File: src/rtl/la_pkg.sv
// ============================================================================
// Module      : la_pkg
// Description : Shared constants for the UART transmit-path arbiter.
// Revision    : 1.0 - initial release
// ============================================================================
`default_nettype none

package la_pkg;

    localparam logic [1:0] ST_IDLE    = 2'd0;
    localparam logic [1:0] ST_GRANT   = 2'd1;
    localparam logic [1:0] ST_RELEASE = 2'd2;

    localparam logic REQ_DUMP = 1'b0;
    localparam logic REQ_CMD  = 1'b1;

    function automatic logic [1:0] owner_onehot(input logic idx);
        return idx ? 2'b10 : 2'b01;
    endfunction

endpackage

`default_nettype wire

File: src/rtl/tx_watchdog.sv
// ============================================================================
// Module      : tx_watchdog
// Description : Clear/enable saturating counter that flags a stalled owner.
// Revision    : 1.0 - initial release
// ============================================================================
`default_nettype none

module tx_watchdog #(
    parameter int              TO_W           = 16,
    parameter logic [TO_W-1:0] TIMEOUT_CYCLES = 16'd50000
) (
    input  logic clk,
    input  logic rst,
    input  logic clr,
    input  logic en,
    output logic expired
);

    localparam logic [TO_W-1:0] C_ONE = {{(TO_W-1){1'b0}}, 1'b1};

    logic [TO_W-1:0] r_count;

    always_ff @(posedge clk or negedge rst) begin
        if (!rst) begin
            r_count <= '0;
        end else if (clr) begin
            r_count <= '0;
        end else if (en && (r_count != TIMEOUT_CYCLES)) begin
            r_count <= r_count + C_ONE;
        end
    end

    assign expired = (r_count == TIMEOUT_CYCLES);

endmodule

`default_nettype wire

File: src/rtl/tx_arbiter.sv
// ============================================================================
// Module      : tx_arbiter
// Description : Round-robin owner arbitration of the shared UART TX byte path.
// Revision    : 1.0 - initial release
// ============================================================================
`default_nettype none

module tx_arbiter
    import la_pkg::*;
#(
    parameter int              TO_W           = 16,
    parameter logic [TO_W-1:0] TIMEOUT_CYCLES = 16'd50000
) (
    input  logic       clk,
    input  logic       rst,
    input  logic [1:0] req,
    output logic [1:0] grant,
    input  logic [1:0] done,
    input  logic [7:0] tx_data0,
    input  logic [7:0] tx_data1,
    input  logic       tx_valid0,
    input  logic       tx_valid1,
    output logic       tx_ack0,
    output logic       tx_ack1,
    output logic [7:0] tx_data,
    output logic       tx_valid,
    input  logic       tx_ack,
    output logic       busy,
    output logic       timeout_err
);

    logic [1:0] r_state;
    logic       r_owner;
    logic       r_last_owner;
    logic [1:0] r_grant;
    logic       r_timeout_err;

    logic w_start;
    logic w_pick;
    logic w_end;
    logic w_expired;

    assign w_start = (r_state == ST_IDLE) && (req != 2'b00);
    // On a tie the requester that did not own the previous session wins.
    assign w_pick  = (req == 2'b11) ? ~r_last_owner : req[REQ_CMD];
    assign w_end   = done[r_owner] || !req[r_owner];

    tx_watchdog #(
        .TO_W           (TO_W),
        .TIMEOUT_CYCLES (TIMEOUT_CYCLES)
    ) u_watchdog (
        .clk     (clk),
        .rst     (rst),
        .clr     (w_start | tx_ack),
        .en      (r_state == ST_GRANT),
        .expired (w_expired)
    );

    always_ff @(posedge clk or negedge rst) begin
        if (!rst) begin
            r_state       <= ST_IDLE;
            r_owner       <= REQ_DUMP;
            r_last_owner  <= REQ_CMD;
            r_grant       <= 2'b00;
            r_timeout_err <= 1'b0;
        end else begin
            r_timeout_err <= 1'b0;
            case (r_state)
                ST_IDLE: begin
                    if (w_start) begin
                        r_state      <= ST_GRANT;
                        r_owner      <= w_pick;
                        r_last_owner <= w_pick;
                        r_grant      <= owner_onehot(w_pick);
                    end
                end
                ST_GRANT: begin
                    // A normal end or abort takes precedence over the watchdog.
                    if (w_end) begin
                        r_state <= ST_RELEASE;
                        r_grant <= 2'b00;
                    end else if (w_expired) begin
                        r_state       <= ST_RELEASE;
                        r_grant       <= 2'b00;
                        r_timeout_err <= 1'b1;
                    end
                end
                ST_RELEASE: begin
                    r_state <= ST_IDLE;
                end
                default: begin
                    r_state <= ST_IDLE;
                    r_grant <= 2'b00;
                end
            endcase
        end
    end

    always_comb begin
        tx_data  = 8'd0;
        tx_valid = 1'b0;
        tx_ack0  = 1'b0;
        tx_ack1  = 1'b0;
        if (r_state == ST_GRANT) begin
            if (r_owner == REQ_DUMP) begin
                tx_data  = tx_data0;
                tx_valid = tx_valid0;
                tx_ack0  = tx_ack;
            end else begin
                tx_data  = tx_data1;
                tx_valid = tx_valid1;
                tx_ack1  = tx_ack;
            end
        end
    end

    assign grant       = r_grant;
    assign busy        = (r_state != ST_IDLE);
    assign timeout_err = r_timeout_err;

endmodule

`default_nettype wire

File: config.mk
export PLATFORM = sky130hd
export DESIGN_NAME = tx_arbiter
export DESIGN_NICKNAME = d
export VERILOG_FILES = /design/src/rtl/la_pkg.sv /design/src/rtl/tx_watchdog.sv /design/src/rtl/tx_arbiter.sv
export SDC_FILE = /design/constraint.sdc
export NUM_CORES = 1
export LEC_CHECK = 0
export BUFFER_PORTS_ARGS = -buffer_cell sky130_fd_sc_hd__buf_2
export CAP_MARGIN = 30
export CORE_ASPECT_RATIO = 1.2
export CORE_UTILIZATION = 46
export DETAILED_ROUTE_END_ITERATION = 6
export GPL_TIMING_DRIVEN = 0
export MAX_ROUTING_LAYER = met4
export PLACE_DENSITY_LB_ADDON = 0.08
export SYNTH_ARGS = -nofsm -noshare
export SYNTH_HDL_FRONTEND = slang
export SYNTH_SLANG_ARGS = --single-unit
File: constraint.sdc
create_clock -name clk -period 1.9 [get_ports clk]
set_clock_uncertainty 0.05 [all_clocks]
set_input_delay 0.38 -clock clk [delete_from_list [all_inputs] [get_ports clk]]
set_output_delay 0.38 -clock clk [all_outputs]
set_load 0.02 [all_outputs]
* Word-level counts from Yosys, hierarchy flattened *
Index checks and enable logic that the tools add are counted.

word-level totals
  flip-flop bits (word level) = 23
  output and inout bits = 15

operators by class
  equality and inequality tests = 7
  muxes and demuxes = 27
  add/sub/neg operators = 1
  order comparisons = 1
  bitwise gates (word level) = 3
  reduce and logical (&&, ||, !) cells = 11

operator list
  kind                                                                  number
  16-bit two-way mux                                                    2
  16-bit by 1-bit adder with 16-bit output, second input constant       1
  16-bit == test, second input constant                                 1
  8-bit two-way mux                                                     2
  16-bit != test, second input constant                                 1
  1-bit two-way mux                                                     14
  2-bit two-way mux                                                     7
  2-bit one-hot mux with 3 select lines                                 1
  2-bit nonzero test                                                    3
  2-bit == test, second input constant                                  2
  2-bit one-hot mux with 2 select lines                                 1
  2-bit AND reduction                                                   2
  3-bit != test, second input constant                                  1
  3-bit AND reduction                                                   1
  2-bit by 1-bit == test with 1-bit output, second input constant       1
  1-bit logical AND                                                     2
  2-bit logical NOT                                                     1
  1-bit by 2-bit < comparator with 1-bit output, second input constant  1
  2-bit != test, second input constant                                  1
  1-bit NOT                                                             2
  1-bit logical NOT                                                     1
  1-bit logical OR                                                      1
  1-bit OR                                                              1

* Logic depth before layout (Yosys ltp) *
Gate-level depths: netlist of the first run.

  depth after elaboration = 6
  mapped depth = 6

* Hierarchy *
From an unflattened synthesis of the first run, not the netlist that was laid out.

unflattened totals
  cell total of the unflattened synthesis = 156
  area, all modules = 1442.6 µm²

by module, submodules not included
  module       times used  cells each  area each (µm²)  seq. area each (µm²)
  tx_watchdog  1           94          898.4            400.4
  tx_arbiter   1           62          544.3            176.4

* Worst setup path before layout of the first run *
OpenSTA, ideal clock, no wires.

  kind = register to register
  start = register r_state[1]
  end = register u_watchdog.r_count[15]
  cell stages (with the launch flop) = 6
  data arrival time = 1.641 ns
  data required time = 1.772 ns
  setup slack = 0.130 ns
  clock period less this slack = 1.770 ns
  path through = dfrtp_1 nand2b_1 or3_1 buf_2 or4_1 a21oi_1

between the ends
  word-level cells in the longest chain between the ends = 4

ends and longest elaborated chain
  element                                                   line               text
  start, declared                                           tx_arbiter.sv:32   logic [1:0] r_state;
  start signal, assigned                                    tx_arbiter.sv:61   r_state <= ST_IDLE;
  start signal, assigned                                    tx_arbiter.sv:71   r_state <= ST_GRANT;
  start signal, assigned                                    tx_arbiter.sv:80   r_state <= ST_RELEASE;
  2-bit logical NOT                                         tx_arbiter.sv:43   assign w_start = (r_state == ST_IDLE) && (req != 2'b00);
  1-bit logical AND                                         tx_arbiter.sv:43
  1-bit OR                                                  tx_arbiter.sv:54   .clr (w_start | tx_ack),
  16-bit two-way mux or 2-bit nonzero test (tied branches)  --
  end signal, assigned                                      tx_watchdog.sv:29  r_count <= r_count + C_ONE;
  end, declared                                             tx_watchdog.sv:21  logic [TO_W-1:0] r_count;

Several ways; a longest one is shown, not always the timed one.
A chain may end at the register's enable or synchronous reset.

* Worst setup path after layout of the first run *
  start = register r_owner
  end = output port tx_data[0]

between the ends
  word-level cells in the longest chain between the ends = 2

ends and longest elaborated chain
  element                 line               text
  start, declared         tx_arbiter.sv:33   logic r_owner;
  start signal, assigned  tx_arbiter.sv:72   r_owner <= w_pick;
  8-bit two-way mux       tx_arbiter.sv:105  if (r_owner == REQ_DUMP) begin
  8-bit two-way mux       tx_arbiter.sv:104  if (r_state == ST_GRANT) begin
  end, declared           tx_arbiter.sv:25   output logic [7:0] tx_data,

Every way passes these cells.

==> flow_metrics.py, run 1 <==
metrics = {
    "run_status": {
        "outcome": "complete, but fails checks",
        "violations": "setup timing",
    },
    "die": {
        "rows": 21,
        "fp.dieW_um": 52.1,
        "coreArea_um2": 2840,
        "die_area_um2": 3240,
        "start_util_pct": 48.8,
        "boundaryPins": 40,
        "die_height_um": 62.1,
    },
    "global_routing": {
        "overflow": 0,
        "grt_max_degree": 24,
        "grt_use_total_pct": 21.5,
        "grt_antenna_before_repair": 0,
        "grt_pass1_vias": 1218,
        "grt_pass1_wl_um": 5230,
    },
    "logic_synthesis": {
        "synth_area_leaders": "dfrtp_1, mux2i_1, nor2_1, xnor2_1, a21oi_1",
        "syn-cell-area_um2": 1390,
        "ys_seq_area_share_pct": 41.6,
        "yosys_warnings": 0,
        "synth_top_cell_by_area": "dfrtp_1",
        "async_flop_share_pct": 100,
        "synth_top_flop_cell": "dfrtp_1",
        "synth_cells": 157,
        "yosysTopAreaCellShare_pct": 39.7,
        "ys_types": 40,
        "synth_commonest_cells": "dfrtp_1, nor2_1, nand2_1",
        "syn_nets": 184,
        "synth_edf_count": 0,
        "synth_seq_cells": 23,
        "yosysMostFrequentCell": "dfrtp_1",
        "avgSynthCellArea_um2": 8.82,
    },
    "worst_setup_path": {
        "end_kind": "output port",
        "cp-start-kind": "register",
        "crit_fanout": 10,
        "worstPathArrival_ps": 1510,
        "crit_chain": "clkbuf_8 -> mux2i_2 -> nor2_4 -> buf_6",
        "path_class": "register to output port",
        "cpPeakStageDelay_ps": 440,
        "required_ps": 1470,
        "crit_slowest_cell": "dfrtp_2",
    },
    "clock_network": {
        "clkTransAtPathRegs_ps": 120,
        "cts_buffer_depth": 2,
        "clk_latency_ps": 320,
        "htreeDepth": 1,
        "numCtsBuffers": 3,
        "clk_root_buffer_cell": "clkbuf_4",
        "cts_tree": "built",
        "clkSinkCount": 23,
    },
    "layout": {
        "fin_nets": 239,
        "ff_latch_area_um2": 583,
        "area_growth_pct": 43.8,
        "n_antenna_cell": 0,
        "layout-drive-gt1-share_pct": 41.2,
        "multi_input_area_um2": 868,
        "final_cell_area_um2": 1990,
        "fill_cells": 209,
    },
    "timing": {
        "fin_crit_sh_pct": 102,
        "setup_slack_ps": -39.4,
        "slew_headroom_pct": 65.4,
        "period_minus_slack_ps": 1940,
        "rsz0062_at_grt": "true",
        "hold_violations": 0,
        "worstMarginPinSlew_ps": 519,
        "setup_violations": 1,
        "slew_violations": 0,
        "fmax_ghz": 0.516,
    },
    "power_and_ir_drop": {
        "seq_power_share_pct": 29.6,
        "clkPwrFrac_pct": 10.8,
        "p_sw_uw": 916,
        "max-vdd-ir-drop_v": 0.000812,
        "leakagePower_nw": 0.870,
        "switching_share_pct": 42.2,
        "power_density_nw_per_um2": 1090,
        "cell_internal_pwr_mw": 1.25,
        "pwr-share-comb_pct": 59.6,
        "total_power_mw": 2.17,
    },
    "detailed_routing": {
        "postRouteAntennaNets": 0,
        "wl_met3_um": 132,
        "wl_met1_um": 1500,
        "dr_wl_met2_um": 2110,
        "wl_per_cell_um": 15.5,
        "drc": 0,
        "viasPerCell": 5.60,
        "dr.pass1.iters": 4,
        "top_layer": "met4",
        "wirelength_um": 3800,
        "vias": 1372,
        "drtIter0Drc": 33,
    },
    "place": {
        "place_area_um2": 1620,
        "dp_hpwl_um": 2350,
        "io_buffers": 39,
        "place_congestion": 0.845,
    },
    "min_path": {
        "hold_path.class": "input pin to register",
    },
    "job": {
        "cap_viol_max_count": 0,
    },
}
layout by cell type (no fill, tap or decap), types with 2 or more instances in the layout:
cell type	n
nor2_4	9
a21oi_1	9
nand3_1	6
o21ai_1	2
o31ai_1	2
clkbuf_4	3
inv_1	10
nor4_1	3
nand4_1	8
xnor2_1	7
or3_1	2
buf_4	11
dfrtp_2	5
nor3_1	2
mux2i_1	5
nand2_1	12
nor2b_1	2
a211o_1	2
mux2i_2	5
buf_6	10
and4_1	3
dfrtp_1	17
buf_2	30
nand2b_1	2
nor2_1	11
ha_1	2
power groups by stage:
stage	sequential [mW]	clock, mW	combinational [mW]
6_report	0.642	0.235	1.29
5_1_grt	0.654	0.263	1.37
4_1_cts	0.640	0.237	0.888
3_5_place_dp	0.627	0	0.788
3_3_place_gp	0.624	0	0.771
2_1_floorplan	0.640	0	0.539
stage by stage:
| stage | util, % | setup TNS (ps) | cells | hold WS (ps) | worst slack (ps) |
|---|---|---|---|---|---|
| after floorplan | - | 0 | 157 | 34.4 | 130 |
| after global placement | 57.2 | 0 | 230 | 324 | 11.3 |
| after detailed placement | 57.2 | -186 | 230 | 334 | -67.6 |
| after CTS | 60.9 | -49.4 | 234 | 199 | -20.9 |
| after global routing | 70.2 | -387 | 245 | 208 | -68.5 |
| final | 70.2 | -39.4 | 245 | 203 | -39.4 |
critical path, delay by kind of cell, from the launching register on:
kind	cells	cell delay [ps]
multiplexers	1	320
AND/OR/NAND/NOR	1	80
buffers and inverters	2	360
flip-flops	1	440
cell type report:
| class | count | area share [%] |
|---|---|---|
| multi-input cells | 117 | 43.6 |
| inverters | 10 | 1.88 |
| well taps | 34 | 2.14 |
| flip-flops and latches | 23 | 29.3 |
| clock buffers | 4 | 1.32 |
| plain buffers | 6 | 3.64 |
| repair buffers | 51 | 18.2 |
flip-flops by register name, indices dropped and copies added (netlist names):
name,flops
timeout_err,1
r_state,2
r_last_owner,1
r_owner,1
grant,2
u_watchdog.r_count,16
final timing paths:
check | from | to | slack, ps | cells after the start
worst max register to register | u_watchdog.r_count[6] | u_watchdog.r_count[15] | 20 | 5
max in group asynchronous | rst | r_owner | 920 | 2
worst min register to register | grant[1] | grant[1] | 490 | 2
worst max-delay path | r_owner | tx_data[0] | -40 | 4
worst min-delay path | req[0] | r_last_owner | 200 | 2
min in group asynchronous | rst | u_watchdog.r_count[15] | 500 | 2
cells by family (layout without fill, tap and decap cells):
logic type | after synthesis | after routing | share of synthesized area (%)
flip-flops | 23 | 23 | 41.6
XOR/XNOR | 8 | 8 | 5.06
multiplexers | 11 | 11 | 7.95
AND/OR/NAND/NOR | 75 | 75 | 29.7
AO/OA/AOI/OAI | 21 | 21 | 9.12
buffers and inverters | 17 | 71 | 4.70
adder cells (fa/ha/maj) | 2 | 2 | 1.81
layer usage:
layer  track usage, %  vias up
met5                -        -
met4             6.76        0
met3             2.45        7
met2             36.9       44
met1             25.4      661
li1                 -      660
what timing repair did:
action	4_1_cts	5_1_grt
hold buffers	1	0
pin swaps	1	11
hold endpoints to repair	22	0
cloned	0	1
setup endpoints to repair	13	29
gates resized for setup	24	48
setup buffers	0	10
Note: power is estimated with default switching activity, not from simulation.
==> run 2: changes to the inputs <==
--- a/config.mk
+++ b/config.mk
@@ -8,6 +8,7 @@
 export BUFFER_PORTS_ARGS = -buffer_cell sky130_fd_sc_hd__buf_2
 export CAP_MARGIN = 30
 export CORE_ASPECT_RATIO = 1.2
+export CORE_MARGIN = 1.5
 export CORE_UTILIZATION = 46
 export DETAILED_ROUTE_END_ITERATION = 6
 export GPL_TIMING_DRIVEN = 0
==> run 2 against run 1 <==
Compared with the run above:
- the flow now finishes without violations
- cell count fell by 1.2%
- global-route usage fell by 0.35 points
- count of clock-buffer cells in the layout did not move
- largest cell class unchanged
- highest routed layer unchanged
==> flow_metrics.py, run 2 (synthesis gave the netlist of run 1 again) <==
metrics = {
    "place": {
        "io_buffers": 39,
        "place_congestion": 0.836,
        "place_area_um2": 1620,
        "dp_hpwl_um": 2400,
    },
    "die": {
        "fp.dieW_um": 53.1,
        "die_area_um2": 3350,
        "coreArea_um2": 2840,
        "boundaryPins": 40,
        "start_util_pct": 48.8,
        "die_height_um": 63.1,
        "rows": 21,
    },
    "clock_network": {
        "htreeDepth": 1,
        "clkSinkCount": 23,
        "numCtsBuffers": 3,
        "clk_latency_ps": 310,
        "cts_buffer_depth": 2,
        "clk_root_buffer_cell": "clkbuf_4",
        "clkTransAtPathRegs_ps": 130,
        "cts_tree": "built",
    },
    "power_and_ir_drop": {
        "power_density_nw_per_um2": 1120,
        "leakagePower_nw": 0.856,
        "total_power_mw": 2.17,
        "max-vdd-ir-drop_v": 0.000817,
    },
    "detailed_routing": {
        "wl_per_cell_um": 16.1,
        "vias": 1391,
        "viasPerCell": 5.75,
        "drtIter0Drc": 41,
        "drc": 0,
        "postRouteAntennaNets": 0,
        "wirelength_um": 3890,
        "dr.pass1.iters": 4,
    },
    "layout": {
        "fill_cells": 232,
        "final_cell_area_um2": 1950,
        "regMostFlops": "u_watchdog.r_count",
        "ff_latch_area_um2": 582,
        "finish.utilization_pct": 68.7,
        "fin_nets": 236,
        "final_common_cell": "buf_2",
        "n_antenna_cell": 0,
        "final_cell_mix": "buf_2, dfrtp_1, nor2_1, nand2_1",
        "largest_reg_flops": 16,
        "multi_input_area_um2": 851,
        "layout-drive-gt1-share_pct": 39.9,
        "area_growth_pct": 40.7,
    },
    "timing": {
        "hold_ws_ps": 220,
        "slew_violations": 0,
        "fmax_ghz": 0.535,
        "hold_violations": 0,
        "slew_headroom_pct": 65.2,
        "period_minus_slack_ps": 1870,
        "worstMarginPinSlew_ps": 521,
        "fin_crit_sh_pct": 98.3,
        "setup_violations": 0,
    },
    "global_routing": {
        "grt_use_total_pct": 21.1,
        "grt_pass1_vias": 1284,
        "grt_antenna_before_repair": 0,
        "grt_max_degree": 24,
        "overflow": 0,
        "grt_pass1_wl_um": 5440,
    },
    "worst_setup_path": {
        "crit_chain": "nand4_1 -> or3_4 -> buf_6 -> or4_4 -> a21oi_2",
        "cpPeakStageDelay_ps": 510,
        "crit_slowest_cell": "or4_4",
        "cp-start-kind": "register",
        "crit_start": "u_watchdog.r_count[5]",
        "reg2reg_from": "u_watchdog.r_count[5]",
        "crit_buf_inv": 1,
        "end_kind": "register",
        "path_class": "register to register",
        "required_ps": 2100,
        "crit_fanout": 7,
        "path_delay_family": "simple AND/OR/NAND/NOR gates",
        "worstPathArrival_ps": 2070,
    },
    "min_path": {
        "hp-start": "req[0]",
        "hold_path.class": "input pin to register",
    },
    "job": {
        "cap_viol_max_count": 0,
    },
    "run_status": {
        "outcome": "finished, final reports clean",
    },
}
## run 2: changes by cell type in the layout (fill, tap and decap cells not counted), sizes merged
| cell | before | now |
|---|---|---|
| buf | 53 | 50 |
## run 2: area by class of cell
| class | instances | share of cell area, % |
|---|---|---|
| Timing Repair Buffer | 48 | 17.0 |
| Clock buffer | 4 | 1.35 |
| Sequential cell | 23 | 29.9 |
| Buffer | 6 | 3.98 |
| Inverter | 10 | 1.93 |
| Multi-Input combinational cell | 117 | 43.7 |
| Tap cell | 34 | 2.18 |
## run 2: report_power, final
part / internal (mW) / switching (mW)
Sequential: 0.571 / 0.0757
Combinational: 0.619 / 0.671
Clock: 0.0820 / 0.154
## run 2: per-stage QoR
step | setup slack, ps | std cells | setup TNS [ps]
finish | 31.7 | 242 | 0
global route | -40.4 | 242 | -231
CTS | 5.07 | 235 | 0
detailed placement | -111 | 230 | -319
global placement | 8.96 | 230 | 0
floorplan | 130 | 157 | 0
## run 2: metal layers
| metal | track usage [%] | routed length, um |
|---|---|---|
| met5 | - | 0 |
| met2 | 36.9 | 2150 |
| met3 | 2.37 | 158 |
| met1 | 26.1 | 1480 |
| met4 | 3.85 | 106 |
## run 2: worst paths after layout
check | endpoint | slack [ps] | cells past startpoint
worst max-delay path | u_watchdog.r_count[15] | 30 | 5
min in group asynchronous | u_watchdog.r_count[13] | 500 | 2
worst max register to register | u_watchdog.r_count[15] | 30 | 5
max in group asynchronous | r_state[0] | 920 | 2
worst min register to register | grant[0] | 500 | 2
worst min-delay path | r_last_owner | 220 | 2
## run 2: repair_timing
action,4_1_cts,5_1_grt
hold buffers,1,0
setup endpoints to repair,12,29
pin swaps,0,2
cloned,0,1
setup buffers,1,6
gates resized for setup,17,51
endpoints found under the hold margin,12,0
==> run 3: changes to the inputs <==
--- a/config.mk
+++ b/config.mk
@@ -14,6 +14,7 @@
 export GPL_TIMING_DRIVEN = 0
 export MAX_ROUTING_LAYER = met4
 export PLACE_DENSITY_LB_ADDON = 0.08
+export REMOVE_ABC_BUFFERS = 1
 export SYNTH_ARGS = -nofsm -noshare
 export SYNTH_HDL_FRONTEND = slang
 export SYNTH_SLANG_ARGS = --single-unit
==> run 3 against run 2 <==
Compared with the run above:
- design area fell by 10%
- via count fell by 3.0%
- largest cell class unchanged
- non-clock buffer count fell by 7
- worst hold slack got worse by 13 ps
==> flow_metrics.py, run 3 (synthesis gave the netlist of run 1 again) <==
metrics = {
    "die": {
        "coreArea_um2": 2840,
        "boundaryPins": 40,
        "rows": 21,
        "die_area_um2": 3350,
        "fp.dieW_um": 53.1,
        "start_util_pct": 48.8,
        "die_height_um": 63.1,
    },
    "layout": {
        "final_cell_area_um2": 1750,
        "final_cell_mix": "buf_2, nor2_1, dfrtp_1",
        "area_growth_pct": 26.1,
        "fill_cells": 244,
        "layout-drive-gt1-share_pct": 32.7,
        "final_common_cell": "buf_2",
        "fin_nets": 230,
        "n_antenna_cell": 0,
        "regMostFlops": "u_watchdog.r_count",
        "largest_reg_flops": 16,
    },
    "power_and_ir_drop": {
        "leakagePower_nw": 0.801,
        "max-vdd-ir-drop_v": 0.000625,
        "power_density_nw_per_um2": 993,
    },
    "timing": {
        "hold_violations": 0,
        "slew_violations": 0,
        "slew_headroom_pct": 65.7,
        "worstMarginPinSlew_ps": 515,
        "fmax_ghz": 0.544,
        "hold_ws_ps": 207,
        "fin_crit_sh_pct": 96.8,
        "period_minus_slack_ps": 1840,
        "setup_violations": 0,
        "setup_slack_ps": 61.5,
    },
    "worst_setup_path": {
        "required_ps": 2080,
        "path_class": "register to register",
        "end_kind": "register",
        "rr_worst_depth": 5,
        "crit_chain": "nand2b_4 -> or3_4 -> buf_4 -> or3_1 -> a21oi_1",
        "cp-start-kind": "register",
        "crit_slowest_cell": "dfrtp_2",
        "crit_fanout": 6,
        "cpPeakStageDelay_ps": 470,
        "reg2reg_from": "r_state[1]",
        "r2r_end": "u_watchdog.r_count[11]",
        "worstPathArrival_ps": 2020,
        "rrSetupSlack_ps": 60,
    },
    "place": {
        "dp_slack_ps": -377,
        "place_congestion": 0.840,
        "io_buffers": 39,
        "dp_hpwl_um": 2190,
        "place_area_um2": 1600,
    },
    "clock_network": {
        "cts_buffer_depth": 2,
        "htreeDepth": 1,
        "cts_tree": "built",
        "clkTransAtPathRegs_ps": 130,
        "clk_latency_ps": 310,
        "clk_root_buffer_cell": "clkbuf_4",
        "numCtsBuffers": 3,
        "clkSinkCount": 23,
    },
    "global_routing": {
        "grt_use_total_pct": 20.5,
        "grt_pass1_wl_um": 5190,
        "grt_antenna_before_repair": 0,
        "grt_max_degree": 24,
        "overflow": 0,
        "grt_pass1_vias": 1218,
    },
    "detailed_routing": {
        "postRouteAntennaNets": 0,
        "drc": 0,
        "dr.pass1.iters": 4,
        "wirelength_um": 3280,
        "viasPerCell": 5.72,
        "vias": 1349,
        "wl_per_cell_um": 13.9,
        "drtIter0Drc": 40,
    },
    "job": {
        "cap_viol_max_count": 0,
    },
    "min_path": {
        "hp-start": "req[0]",
        "worstHoldPathCells": 2,
        "hold_path.class": "input pin to register",
        "min_to": "r_last_owner",
    },
    "run_status": {
        "outcome": "finished, final reports clean",
    },
}
==> run 3: cell types whose count changed in the layout (fill, tap and decap cells not counted), sizes merged <==
cell    before  now
buf         50   46
clkbuf       7    4
nand2b       3    4
==> run 3: through the flow <==
stage / TNS (ps) / util, % / power, mW / cells
final: 0 / 61.6 / 1.73 / 236
after global routing: -15.1 / 61.6 / 1.85 / 236
after CTS: 0 / 58.6 / 1.66 / 229
after detailed placement: -955 / 56.2 / 1.38 / 223
after global placement: -873 / 56.2 / 1.35 / 223
after floorplan: -242 / - / 1.15 / 150
==> run 3: final cells by class <==
| cell class | count | area, um^2 | share of cell area [%] |
|---|---|---|---|
| clock buffers | 4 | 26.3 | 1.50 |
| well taps | 34 | 42.5 | 2.44 |
| multi-input cells | 118 | 782 | 44.8 |
| inverters | 10 | 37.5 | 2.15 |
| flip-flops and latches | 23 | 586 | 33.5 |
| repair buffers | 47 | 273 | 15.6 |
==> run 3: worst max path at each step <==
stage | startpoint | to | slack [ps] | depth (start not counted)
after floorplan | r_state[1] | u_watchdog.r_count[15] | -140 | 4
after global placement | r_state[1] | u_watchdog.r_count[15] | -350 | 4
after detailed placement | r_state[1] | u_watchdog.r_count[15] | -380 | 4
after CTS | u_watchdog.r_count[5] | u_watchdog.r_count[15] | 20 | 4
after global routing | u_watchdog.r_count[0] | u_watchdog.r_count[14] | -20 | 5
final | r_state[1] | u_watchdog.r_count[11] | 60 | 5
==> run 3: power breakdown <==
part	leakage, nW	internal, mW	switching (mW)
sequential	0.300	0.572	0.126
combinational	0.486	0.342	0.468
clock	0.0150	0.0818	0.145
==> run 3: metal layers <==
metal  global-route usage (%)  vias up  share of wire, %
li1                         -      654                 -
met1                     24.6      642                43
met2                     35.6       49                50
met3                     3.08        4               5.9
met4                     4.81        0              0.64
met5                        -        -                 0
==> run 3: critical path: cells and delay by family (launching register included) <==
| kind | cells | cell delay [ps] |
|---|---|---|
| AO/OA/AOI/OAI | 1 | 130 |
| buffers and inverters | 1 | 150 |
| flip-flops | 1 | 470 |
| AND/OR/NAND/NOR | 3 | 950 |
==> run 3: timing repair <==
item                                    CTS  global route
resized for setup                         8             8
gates cloned                              1             0
hold endpoints to repair                 10             0
pin swaps                                 1             5
buffers inserted                          0             7
hold buffers                              1             0
endpoints found under the setup margin   16            10
